$ cat src/rtl/cpu15_seq.sv
// cpu15_seq: instruction-phase sequencer and run controller for the cpu15
// four-stage datapath (fetch, decode, execute, writeback).
//
// Ports:
//   clk_i          system clock, all state updates on the rising edge
//   reset_i        synchronous active-high reset
//   run_req_i      pulse: start continuous execution
//   stop_req_i     pulse: stop at the next instruction boundary
//   step_req_i     pulse: execute exactly one instruction
//   halt_op_i      decoded halt opcode, sampled only in the execute phase
//   dbg_req_i      level: host requests datapath access
//   en_ft_o..en_wb_o  one-hot phase enables
//   busy_o         an instruction is in flight
//   halted_o       core is stopped at an instruction boundary
//   dbg_gnt_o      host owns the datapath
//   halt_cause_o   0 reset, 1 halt opcode, 2 stop/step/debug, 3 run limit
//   instr_cnt_o    retired-instruction count (wraps)
module cpu15_seq #(
    parameter bit          START_RUNNING = 1'b0,
    parameter int unsigned RUN_LIMIT     = 0,
    parameter int unsigned CNT_W         = 16
) (
    input  logic             clk_i,
    input  logic             reset_i,
    input  logic             run_req_i,
    input  logic             stop_req_i,
    input  logic             step_req_i,
    input  logic             halt_op_i,
    input  logic             dbg_req_i,
    output logic             en_ft_o,
    output logic             en_dc_o,
    output logic             en_ex_o,
    output logic             en_wb_o,
    output logic             busy_o,
    output logic             halted_o,
    output logic             dbg_gnt_o,
    output logic [1:0]       halt_cause_o,
    output logic [CNT_W-1:0] instr_cnt_o
);

    typedef enum logic [1:0] {
        S_HALTED = 2'd0,
        S_RUN    = 2'd1,
        S_STEP   = 2'd2,
        S_DEBUG  = 2'd3
    } state_e;

    localparam logic [3:0] PH_IDLE = 4'b0000;
    localparam logic [3:0] PH_FT   = 4'b0001;
    localparam logic [3:0] PH_DC   = 4'b0010;
    localparam logic [3:0] PH_EX   = 4'b0100;
    localparam logic [3:0] PH_WB   = 4'b1000;

    localparam logic [1:0] CAUSE_RESET = 2'd0;
    localparam logic [1:0] CAUSE_HALT  = 2'd1;
    localparam logic [1:0] CAUSE_STOP  = 2'd2;
    localparam logic [1:0] CAUSE_LIMIT = 2'd3;

    state_e           state_q, state_d;
    logic [3:0]       phase_q, phase_d;
    logic             busy_q, busy_d;
    logic             halted_q, halted_d;
    logic             gnt_q, gnt_d;
    logic [1:0]       cause_q, cause_d;
    logic [CNT_W-1:0] cnt_q, cnt_d;
    logic [CNT_W-1:0] lim_q, lim_d;
    logic             pend_q, pend_d;
    logic             hop_q, hop_d;

    logic [CNT_W-1:0] lim_inc;
    logic             limit_hit;
    logic             stop_now;

    // State and registered outputs.
    always_ff @(posedge clk_i) begin
        if (reset_i) begin
            state_q  <= START_RUNNING ? S_RUN : S_HALTED;
            phase_q  <= PH_IDLE;
            busy_q   <= 1'b0;
            halted_q <= !START_RUNNING;
            gnt_q    <= 1'b0;
            cause_q  <= CAUSE_RESET;
            cnt_q    <= '0;
            lim_q    <= '0;
            pend_q   <= 1'b0;
            hop_q    <= 1'b0;
        end else begin
            state_q  <= state_d;
            phase_q  <= phase_d;
            busy_q   <= busy_d;
            halted_q <= halted_d;
            gnt_q    <= gnt_d;
            cause_q  <= cause_d;
            cnt_q    <= cnt_d;
            lim_q    <= lim_d;
            pend_q   <= pend_d;
            hop_q    <= hop_d;
        end
    end

    // Next-state, phase sequencing and boundary stop decision.
    always_comb begin
        state_d  = state_q;
        phase_d  = phase_q;
        halted_d = halted_q;
        gnt_d    = gnt_q;
        cause_d  = cause_q;
        cnt_d    = cnt_q;
        lim_d    = lim_q;
        pend_d   = pend_q;
        hop_d    = hop_q;

        lim_inc   = lim_q + CNT_W'(1);
        limit_hit = (RUN_LIMIT != 0) && (lim_inc == CNT_W'(RUN_LIMIT));
        stop_now  = 1'b0;

        unique case (state_q)
            S_HALTED: begin
                if (dbg_req_i) begin
                    state_d = S_DEBUG;
                    gnt_d   = 1'b1;
                end else if (run_req_i || step_req_i) begin
                    // RUN wins over STEP when both arrive together.
                    state_d  = run_req_i ? S_RUN : S_STEP;
                    phase_d  = PH_FT;
                    halted_d = 1'b0;
                    lim_d    = '0;
                    pend_d   = 1'b0;
                    hop_d    = 1'b0;
                end
            end

            S_RUN, S_STEP: begin
                if (stop_req_i || dbg_req_i) begin
                    pend_d = 1'b1;
                end
                if ((phase_q == PH_EX) && halt_op_i) begin
                    hop_d = 1'b1;
                end
                case (phase_q)
                    PH_FT: phase_d = PH_DC;
                    PH_DC: phase_d = PH_EX;
                    PH_EX: phase_d = PH_WB;
                    PH_WB: begin
                        cnt_d    = cnt_q + CNT_W'(1);
                        lim_d    = lim_inc;
                        stop_now = hop_q || limit_hit || pend_q || stop_req_i
                                   || dbg_req_i || (state_q == S_STEP);
                        hop_d    = 1'b0;
                        if (stop_now) begin
                            phase_d  = PH_IDLE;
                            halted_d = 1'b1;
                            pend_d   = 1'b0;
                            // A debug stop goes straight to DEBUG; grant follows a cycle later.
                            state_d  = dbg_req_i ? S_DEBUG : S_HALTED;
                            if (hop_q) begin
                                cause_d = CAUSE_HALT;
                            end else if (limit_hit) begin
                                cause_d = CAUSE_LIMIT;
                            end else begin
                                cause_d = CAUSE_STOP;
                            end
                        end else begin
                            phase_d = PH_FT;
                        end
                    end
                    // Idle phase in RUN only occurs straight out of reset.
                    default: phase_d = PH_FT;
                endcase
            end

            S_DEBUG: begin
                if (dbg_req_i) begin
                    gnt_d = 1'b1;
                end else begin
                    gnt_d   = 1'b0;
                    state_d = S_HALTED;
                end
            end

            default: state_d = S_HALTED;
        endcase

        busy_d = |phase_d;
    end

    assign en_ft_o      = phase_q[0];
    assign en_dc_o      = phase_q[1];
    assign en_ex_o      = phase_q[2];
    assign en_wb_o      = phase_q[3];
    assign busy_o       = busy_q;
    assign halted_o     = halted_q;
    assign dbg_gnt_o    = gnt_q;
    assign halt_cause_o = cause_q;
    assign instr_cnt_o  = cnt_q;

endmodule

$ cat config.mk
export PLATFORM = sky130hd
export DESIGN_NAME = cpu15_seq
export DESIGN_NICKNAME = d
export VERILOG_FILES = /design/src/rtl/cpu15_seq.sv
export SDC_FILE = /design/constraint.sdc
export NUM_CORES = 1
export LEC_CHECK = 0
export ABC_AREA = 0
export CAP_MARGIN = 40
export CORE_UTILIZATION = 49
export CTS_CLUSTER_SIZE = 8
export DETAILED_ROUTE_END_ITERATION = 8
export GPL_ROUTABILITY_DRIVEN = 0
export PLACE_DENSITY_LB_ADDON = 0.05
export SLEW_MARGIN = 10
export SYNTH_ARGS = -nofsm -noshare
export SYNTH_HDL_FRONTEND = slang
export SYNTH_SLANG_ARGS = --single-unit
$ cat constraint.sdc
create_clock -name clk_i -period 2.4 [get_ports clk_i]
set_input_delay 0.24 -clock clk_i [delete_from_list [all_inputs] [get_ports clk_i]]
set_output_delay 0.24 -clock clk_i [all_outputs]
set_load 0.1 [all_outputs]
After elaboration in Yosys (flattened, before gate mapping)
Index checks and enable logic that the tools add are counted.
{"block": "totals", "romBits": 0, "mem_count": 0, "latch_bits": 0, "input_bits": 7, "out_inout_bits": 25, "register_bits": 29, "ramBits": 0}
{"block": "op_classes", "n_lt_le_gt_ge": 0, "multipliers": 0, "n_shift": 0, "add_sub_neg": 1, "eq_ne": 15, "n_mux": 29, "reduce_logical": 19, "div": 0, "bitwise": 0}
{"cell": "$add A16 B1 Y16 const B", "count": 1}
{"cell": "$mux W2", "count": 8}
{"cell": "$pmux W4 S4", "count": 1}
{"cell": "$mux W1", "count": 12}
{"cell": "$ne A2 B2 Y1 const B", "count": 6}
{"cell": "$mux W4", "count": 2}
{"cell": "$pmux W1 S2", "count": 4}
{"cell": "$pmux W4 S2", "count": 1}
{"cell": "$reduce_and A4 Y1", "count": 2}
{"cell": "$logic_or A1 B1 Y1", "count": 6}
{"cell": "$ne A3 B3 Y1 const B", "count": 2}
{"cell": "$pmux W2 S3", "count": 1}
{"cell": "$reduce_and A3 Y1", "count": 2}
{"cell": "$reduce_and A5 Y1", "count": 1}
{"cell": "$eq A2 B2 Y1 const B", "count": 2}
{"cell": "$eq A4 B1 Y1 const B", "count": 1}
{"cell": "$eq A4 B2 Y1 const B", "count": 1}
{"cell": "$eq A4 B3 Y1 const B", "count": 1}
{"cell": "$eq A4 B4 Y1 const B", "count": 1}
{"cell": "$reduce_and A2 Y1", "count": 2}
{"cell": "$reduce_bool A2 Y1", "count": 2}
{"cell": "$reduce_or A4 Y1", "count": 1}
{"cell": "$eq A2 B1 Y1 const B", "count": 1}
{"cell": "$logic_not A2 Y1", "count": 1}
{"cell": "2 further kinds", "count": 2}

Depth between registers and ports, before layout
Gate-level depths: netlist (run 1).
{"block": "depth", "depth_word": 8, "depth_mapped": 8}

Worst setup path after synthesis (run 1)
Ideal clock, no wire load.
{"block": "synth_timing", "path_type": "register to register", "from": "register phase_q[3]", "to": "register busy_q (netlist: busy_o)", "arrival_ns": 2.362, "path_stages_with_launch": 6, "setup_ns": 0.134, "slack_ns": -0.096, "cell_sequence": "dfxtp_1 -> or4b_4 -> nand2_2 -> o21bai_1 -> a311oi_1 -> or4_1"}
{"block": "synth_between", "elab_chain_len": 4}
{"element": "from (decl)", "line": "60", "text": "logic [3:0] phase_q, phase_d;"}
{"element": "from (signal assigned)", "line": "89", "text": "phase_q <= phase_d;"}
{"element": "$eq A4 B4 Y1, or another cell as far along", "line": "140", "text": "case (phase_q)"}
{"element": "$pmux W4 S4 / $mux W4 (equally long branches)", "line": "140, 119"}
{"element": "$pmux W4 S2 *", "line": "117", "text": "unique case (state_q)"}
{"element": "$reduce_or A4 Y1 *", "line": "184", "text": "busy_d = |phase_d;"}
{"element": "to (signal assigned)", "line": "90", "text": "busy_q <= busy_d;"}
{"element": "to (decl)", "line": "61", "text": "logic busy_q, busy_d;"}
Mark *: on every way between the ends. The rest lies on a longest branch, timed or not.
A chain may end at the register's enable or synchronous reset.

Final worst setup path (run 1)
{"block": "layout_timing", "from": "register phase_q[0]", "to": "register cnt_q[15] (netlist: instr_cnt_o[15])"}
{"block": "layout_between", "elab_chain_len": 2}
{"element": "$eq A4 B4 Y1", "line": "140"}
{"element": "$reduce_and A2 Y1 (no line)"}
{"element": "to (signal assigned)", "line": "94", "text": "cnt_q <= cnt_d;"}
{"element": "to (decl)", "line": "65", "text": "logic [CNT_W-1:0] cnt_q, cnt_d;"}
No other way between the ends.

==> flow_summary.yaml, run 1 <==
setup_path:
  critical_path.endpoint_type: "flop"
  r2r-end: "instr_cnt_o[15]"
  reg2reg_slack_ns: 0.41
  critPathArrivalTime_ns: 2.21
  crit_required_ns: 2.62
  r2r-start: "phase_q[0]"
  r2r_cells: 5
  crit_path_start_kind: "flop"
  path_class: "flop to flop"
  cp_max_fo: 10
cts:
  cts_tree: "yes"
  clk_latency_ns: 0.32
  cts_sinks: 29
  clk_pin_slew_ns: 0.09
  clockRootBuffer: "clkbuf_4"
  hold_buffers: 0
  cts_resized: 0
  clockBufferDepth: 2
  cts-htree-levels: 2
  cts_setup_buffers: 0
  numCtsBuffers: 5
sta:
  worstMarginPinSlew_ns: 0.534
  report.final.slew_viol_count: 0
  fmax_mhz: 501
  setup_viol: 0
  max-slew-margin-rel_pct: 64.1
  period_share_pct: 83.1
  skew_ns: 0.00848
  setup_slack_ns: 0.406
  min_period_ns: 1.99
  hold_viol_final: 0
  tns_ns: 0
  rsz0062_at_grt: "no"
die:
  core_sq_um: 2730
  die_w_um: 55.5
  dieArea_sq_um: 3080
  start_util_pct: 51.3
  rows: 19
  num_io_pins: 32
  chipHeight_um: 55.5
final_layout:
  instances_no_fill: 232
  fin_util_pct: 63.2
  syn_to_final_growth_pct: 23.3
  nNetsFinal: 211
  final_cell_area_sq_um: 1730
  fill_cells: 261
  most-common-layout-cells: "28 x dfxtp_1, 28 x buf_4, 24 x nor2_1"
  antenna_cells: 0
  drive_above_1_share_pct: 20.4
synthesis:
  synth_cell_types: 37
  synth_top_area_cell: "dfxtp_1"
  yosys_warnings: 0
  netlist_area_sq_um: 1400
  async_flop_share_pct: 0
  syn_avg_cell_area_sq_um: 8.45
  synth_edf_count: 0
  synthAdderAreaFrac_pct: 3.57
  synthMuxAreaShare_pct: 3.03
  synth_compound_area_share_pct: 11.8
  ys_seq_area_share_pct: 41.4
  synth_nets: 177
  synth_top_family_by_area: "simple AND/OR/NAND/NOR gates"
  synth-xor-area-share_pct: 9.37
  yosys.area_share.simple_pct: 26.8
  synthFlopType: "dfxtp_1"
  synth_top_area_share_pct: 41.4
  yosys_register_bits: 29
  syn_inst: 166
  synthTopCellsByArea: "dfxtp_1 41%, xnor2_1 6.9%, nor2_1 6.4%, nand2_1 3.7%, ha_1 3.6%"
drt:
  drc_errors: 0
  routedWlPerCell_um: 12.6
  routed_wl_um: 2920
  drt-pass1-iter-count: 4
  drtIter0Drc: 60
  vias_per_cell: 5.44
  ant_nets: 0
  routed-via-count: 1261
placement:
  pre_cts_ws_ns: 0.230
  portBuffers: 31
  post_dp_cell_area_sq_um: 1680
  dp_cells: 224
  hpwl_um: 2180
power_and_ir_drop:
  p_per_area_nw_per_um2: 848
  power_leakage_nw: 0.657
  irDropWorstVdd_mv: 0.651
grt:
  grt_pass1_wl_um: 5020
  grtUsageTotal_pct: 20.6
  grt_max_degree: 22
  antenna_found_initial: 0
  grt_overflow: 0
  grt_pass1_vias: 1137
outcome:
  status: "completed"
worst_hold_path:
  whs_endpoint: "dbg_gnt_o"
  hold_class: "flop to flop"
  hp-start: "dbg_gnt_o"
  hold_path_depth: 2
job:
  drv_cap: 0
==> registers in the layout (all words and copies together), names as in the netlist <==
name and flops:
pend_q 1, hop_q 1, halted_o 1, busy_o 1, halt_cause_o 2, state_q 2, phase_q 4, instr_cnt_o 16
dbg_gnt_o 1
==> layout make-up <==
class	instances	area, sq um	area share, %
clock buffer	6	41.3	2.39
timing repair buffer	34	270	15.6
multi-input combinational	124	764	44.2
sequential	29	582	33.6
inverter	6	22.5	1.30
tap	31	38.8	2.24
clock inverter	2	10.0	0.579
==> synthesized netlist by cell type (2+ instances only) <==
cell      instances
nor3_1            6
a21oi_1           8
nand2b_1          4
nor4_1            2
clkbuf_1          5
nand3b_1          2
xor2_1            4
and2_1            2
a211oi_1          3
mux2_2            2
o21bai_1          2
o21ai_0           8
nand4_1           4
or3_1             2
inv_1             6
nor4b_1           3
nor2_1           24
nand2_1          14
nand3_1           5
ha_1              4
xnor2_1          11
dfxtp_1          29
mux2i_1           2
==> per-layer routing <==
layer | track usage (%) | up-vias | routed length, um
li1 | - | 643 | -
met1 | 26.5 | 582 | 1360
met2 | 32.5 | 29 | 1380
met3 | 4.92 | 7 | 127
met4 | 9.64 | 0 | 50
met5 | 0 | - | 0
==> where the power goes <==
| group | total, mW | internal, mW | leakage (nW) | switching, mW |
|---|---|---|---|---|
| registers | 0.584 | 0.533 | 0.236 | 0.0504 |
| logic | 0.606 | 0.188 | 0.389 | 0.418 |
| clock network | 0.277 | 0.111 | 0.0320 | 0.166 |
==> per-stage QoR <==
step / total power [mW] / hold WS, ns
floorplan: 1.07 / 0.321
global placement: 1.19 / 0.470
detailed placement: 1.20 / 0.476
CTS: 1.47 / 0.495
global route: 1.55 / 0.512
finish: 1.47 / 0.480
==> worst max path at each step <==
stage	start	end	slack (ns)
floorplan	phase_q[1]	busy_o	0.04
global route	phase_q[0]	instr_cnt_o[15]	0.14
detailed placement	dbg_req_i	state_q[0]	0.23
finish	phase_q[0]	instr_cnt_o[15]	0.41
CTS	phase_q[0]	instr_cnt_o[15]	0.40
global placement	run_req_i	busy_o	0.39
==> critical path, stage by stage (launching register included) <==
cell and delay [ns]:
dfxtp_1 0.40, nor4b_1 0.52, nand4_1 0.37, nor4_1 0.39
xnor2_1 0.16, nor2_1 0.05
==> cells by family after synthesis <==
kind of cell / Yosys count
fa+ha+maj: 4
mux: 4
buf+inv: 13
xor+xnor: 15
flops: 29
compound gates: 27
simple gates: 74
No activity file was read; power rests on OpenSTA's default activity.
==> run 2, diff against run 1 <==
==> constraint.sdc (replaced) <==
create_clock -name clk_i -period 1.95 [get_ports clk_i]
set_input_delay 0.195 -clock clk_i [delete_from_list [all_inputs] [get_ports clk_i]]
set_output_delay 0.195 -clock clk_i [all_outputs]
set_load 0.1 [all_outputs]
==> run 2 against run 1 <==
Against the previous run: sequential share of layout area fell by 0.90 points; via count rose by 2.5%; worst hold slack worse by 0.0072 ns; flip-flop and latch count unchanged; routed wire length rose by 2.6%; core utilization is 4.4 points higher; clock power up 24%; count of clock-buffer cells in the layout stayed put; largest power group unchanged; highest routed layer unchanged.
==> flow_summary.yaml, run 2 (synthesis gave the netlist of run 1 again) <==
final_layout:
  antenna_cells: 0
  final_cell_area_sq_um: 1850
  syn_to_final_growth_pct: 31.8
  largest_reg_flops: 16
  drive_above_1_share_pct: 31.9
  nNetsFinal: 220
  layout_commonest_cell: "buf_4"
  most-common-layout-cells: "37 x buf_4, 24 x nor2_1, 15 x dfxtp_1"
  fin_util_pct: 67.6
sta:
  min_period_ns: 1.89
  setup_viol: 0
  setup_slack_ns: 0.0648
  whs_ns: 0.473
  rsz0062_at_grt: "yes"
  period_share_pct: 96.7
  max-slew-margin-rel_pct: 74.9
  tns_ns: 0
  report.final.slew_viol_count: 0
  worstMarginPinSlew_ns: 0.371
  hold_viol_final: 0
  skew_ns: 0.0104
  fmax_mhz: 530
cts:
  cts_tree: "yes"
  clockBufferDepth: 2
  clk_latency_ns: 0.33
  cts-htree-levels: 2
  numCtsBuffers: 5
  hold_buffers: 0
  cts_resized: 1
  clk_pin_slew_ns: 0.09
  clockRootBuffer: "clkbuf_4"
  cts_setup_buffers: 0
  cts_sinks: 29
placement:
  post_dp_cell_area_sq_um: 1770
  hpwl_um: 2280
  portBuffers: 31
  pre_cts_ws_ns: -0.0301
setup_path:
  path_class: "flop to flop"
  r2r-start: "phase_q[1]"
  r2r-end: "busy_o"
  reg2reg_slack_ns: 0.06
  crit_start: "phase_q[1]"
  crit_required_ns: 2.15
  crit_end: "busy_o"
  crit_path_start_kind: "flop"
  cp_max_fo: 8
  critical_path.endpoint_type: "flop"
  r2r_cells: 5
  critPathArrivalTime_ns: 2.09
drt:
  vias_per_cell: 5.37
  routed_wl_um: 2990
  drc_errors: 0
  drt-pass1-iter-count: 4
  drtIter0Drc: 50
  routed-via-count: 1293
  ant_nets: 0
  routedWlPerCell_um: 12.4
power_and_ir_drop:
  irDropWorstVdd_mv: 1.02
  power_leakage_nw: 0.715
  p_per_area_nw_per_um2: 1030
grt:
  grt_pass1_vias: 1159
  antenna_found_initial: 0
  grt_pass1_wl_um: 4980
  grt_overflow: 0
  grt_max_degree: 19
  grtUsageTotal_pct: 20.7
die:
  chipHeight_um: 55.5
  num_io_pins: 32
  die_w_um: 55.5
  start_util_pct: 51.3
  dieArea_sq_um: 3080
  core_sq_um: 2730
  rows: 19
worst_hold_path:
  hold_class: "flop to flop"
outcome:
  status: "completed"
job:
  drv_cap: 0
-- run 2: cell types whose count changed in the layout (fill, tap and decap cells not counted), moves of 2 or more --
cell,previous run,this run
nor4b_2,0,2
nor4b_1,3,1
dfxtp_4,0,3
buf_4,28,37
dfxtp_2,1,11
dfxtp_1,28,15
-- run 2: per-stage QoR --
| step | total power, mW | instances |
|---|---|---|
| 2_1_floorplan | 1.33 | 166 |
| 6_report | 1.91 | 241 |
| 5_1_grt | 2.02 | 241 |
| 3_3_place_gp | 1.52 | 233 |
| 3_5_place_dp | 1.53 | 233 |
| 4_1_cts | 1.88 | 241 |
-- run 2: final cells by class --
type / count / area [sq um]
fillers: 245 / 885
well taps: 31 / 38.8
clock inverters: 2 / 10.0
multi-input cells: 124 / 793
inverters: 6 / 22.5
flip-flops and latches: 29 / 606
repair buffers: 43 / 338
clock buffers: 6 / 41.3
-- run 2: layer usage --
| layer | GRT usage, % | share of wire [%] |
|---|---|---|
| met1 | 24.0 | 44 |
| met2 | 34.1 | 50 |
| met3 | 5.85 | 4.2 |
| met4 | 11.8 | 1.9 |
| met5 | 0 | 0 |
-- run 2: power breakdown --
group          internal (mW)  switching (mW)
sequential             0.662          0.0500
combinational          0.304           0.548
clock                  0.137           0.206
total                   1.10           0.805
-- run 2: how the worst min path moves through the flow --
| stage | depth (start not counted) | start | endpoint | slack, ns |
|---|---|---|---|---|
| 2_1_floorplan | 1 | reset_i | phase_q[0] | 0.27 |
| 3_3_place_gp | 2 | dbg_gnt_o | dbg_gnt_o | 0.46 |
| 3_5_place_dp | 2 | dbg_gnt_o | dbg_gnt_o | 0.46 |
| 4_1_cts | 2 | dbg_gnt_o | dbg_gnt_o | 0.48 |
| 5_1_grt | 3 | halt_op_i | hop_q | 0.49 |
| 6_report | 2 | dbg_gnt_o | dbg_gnt_o | 0.47 |
-- run 2: critical path, cell delays in order, from the launching register on --
cell,delay [ns]
dfxtp_4,0.38
or4b_4,0.55
nand2_2,0.10
o21bai_1,0.11
a311oi_1,0.12
or4_1,0.51
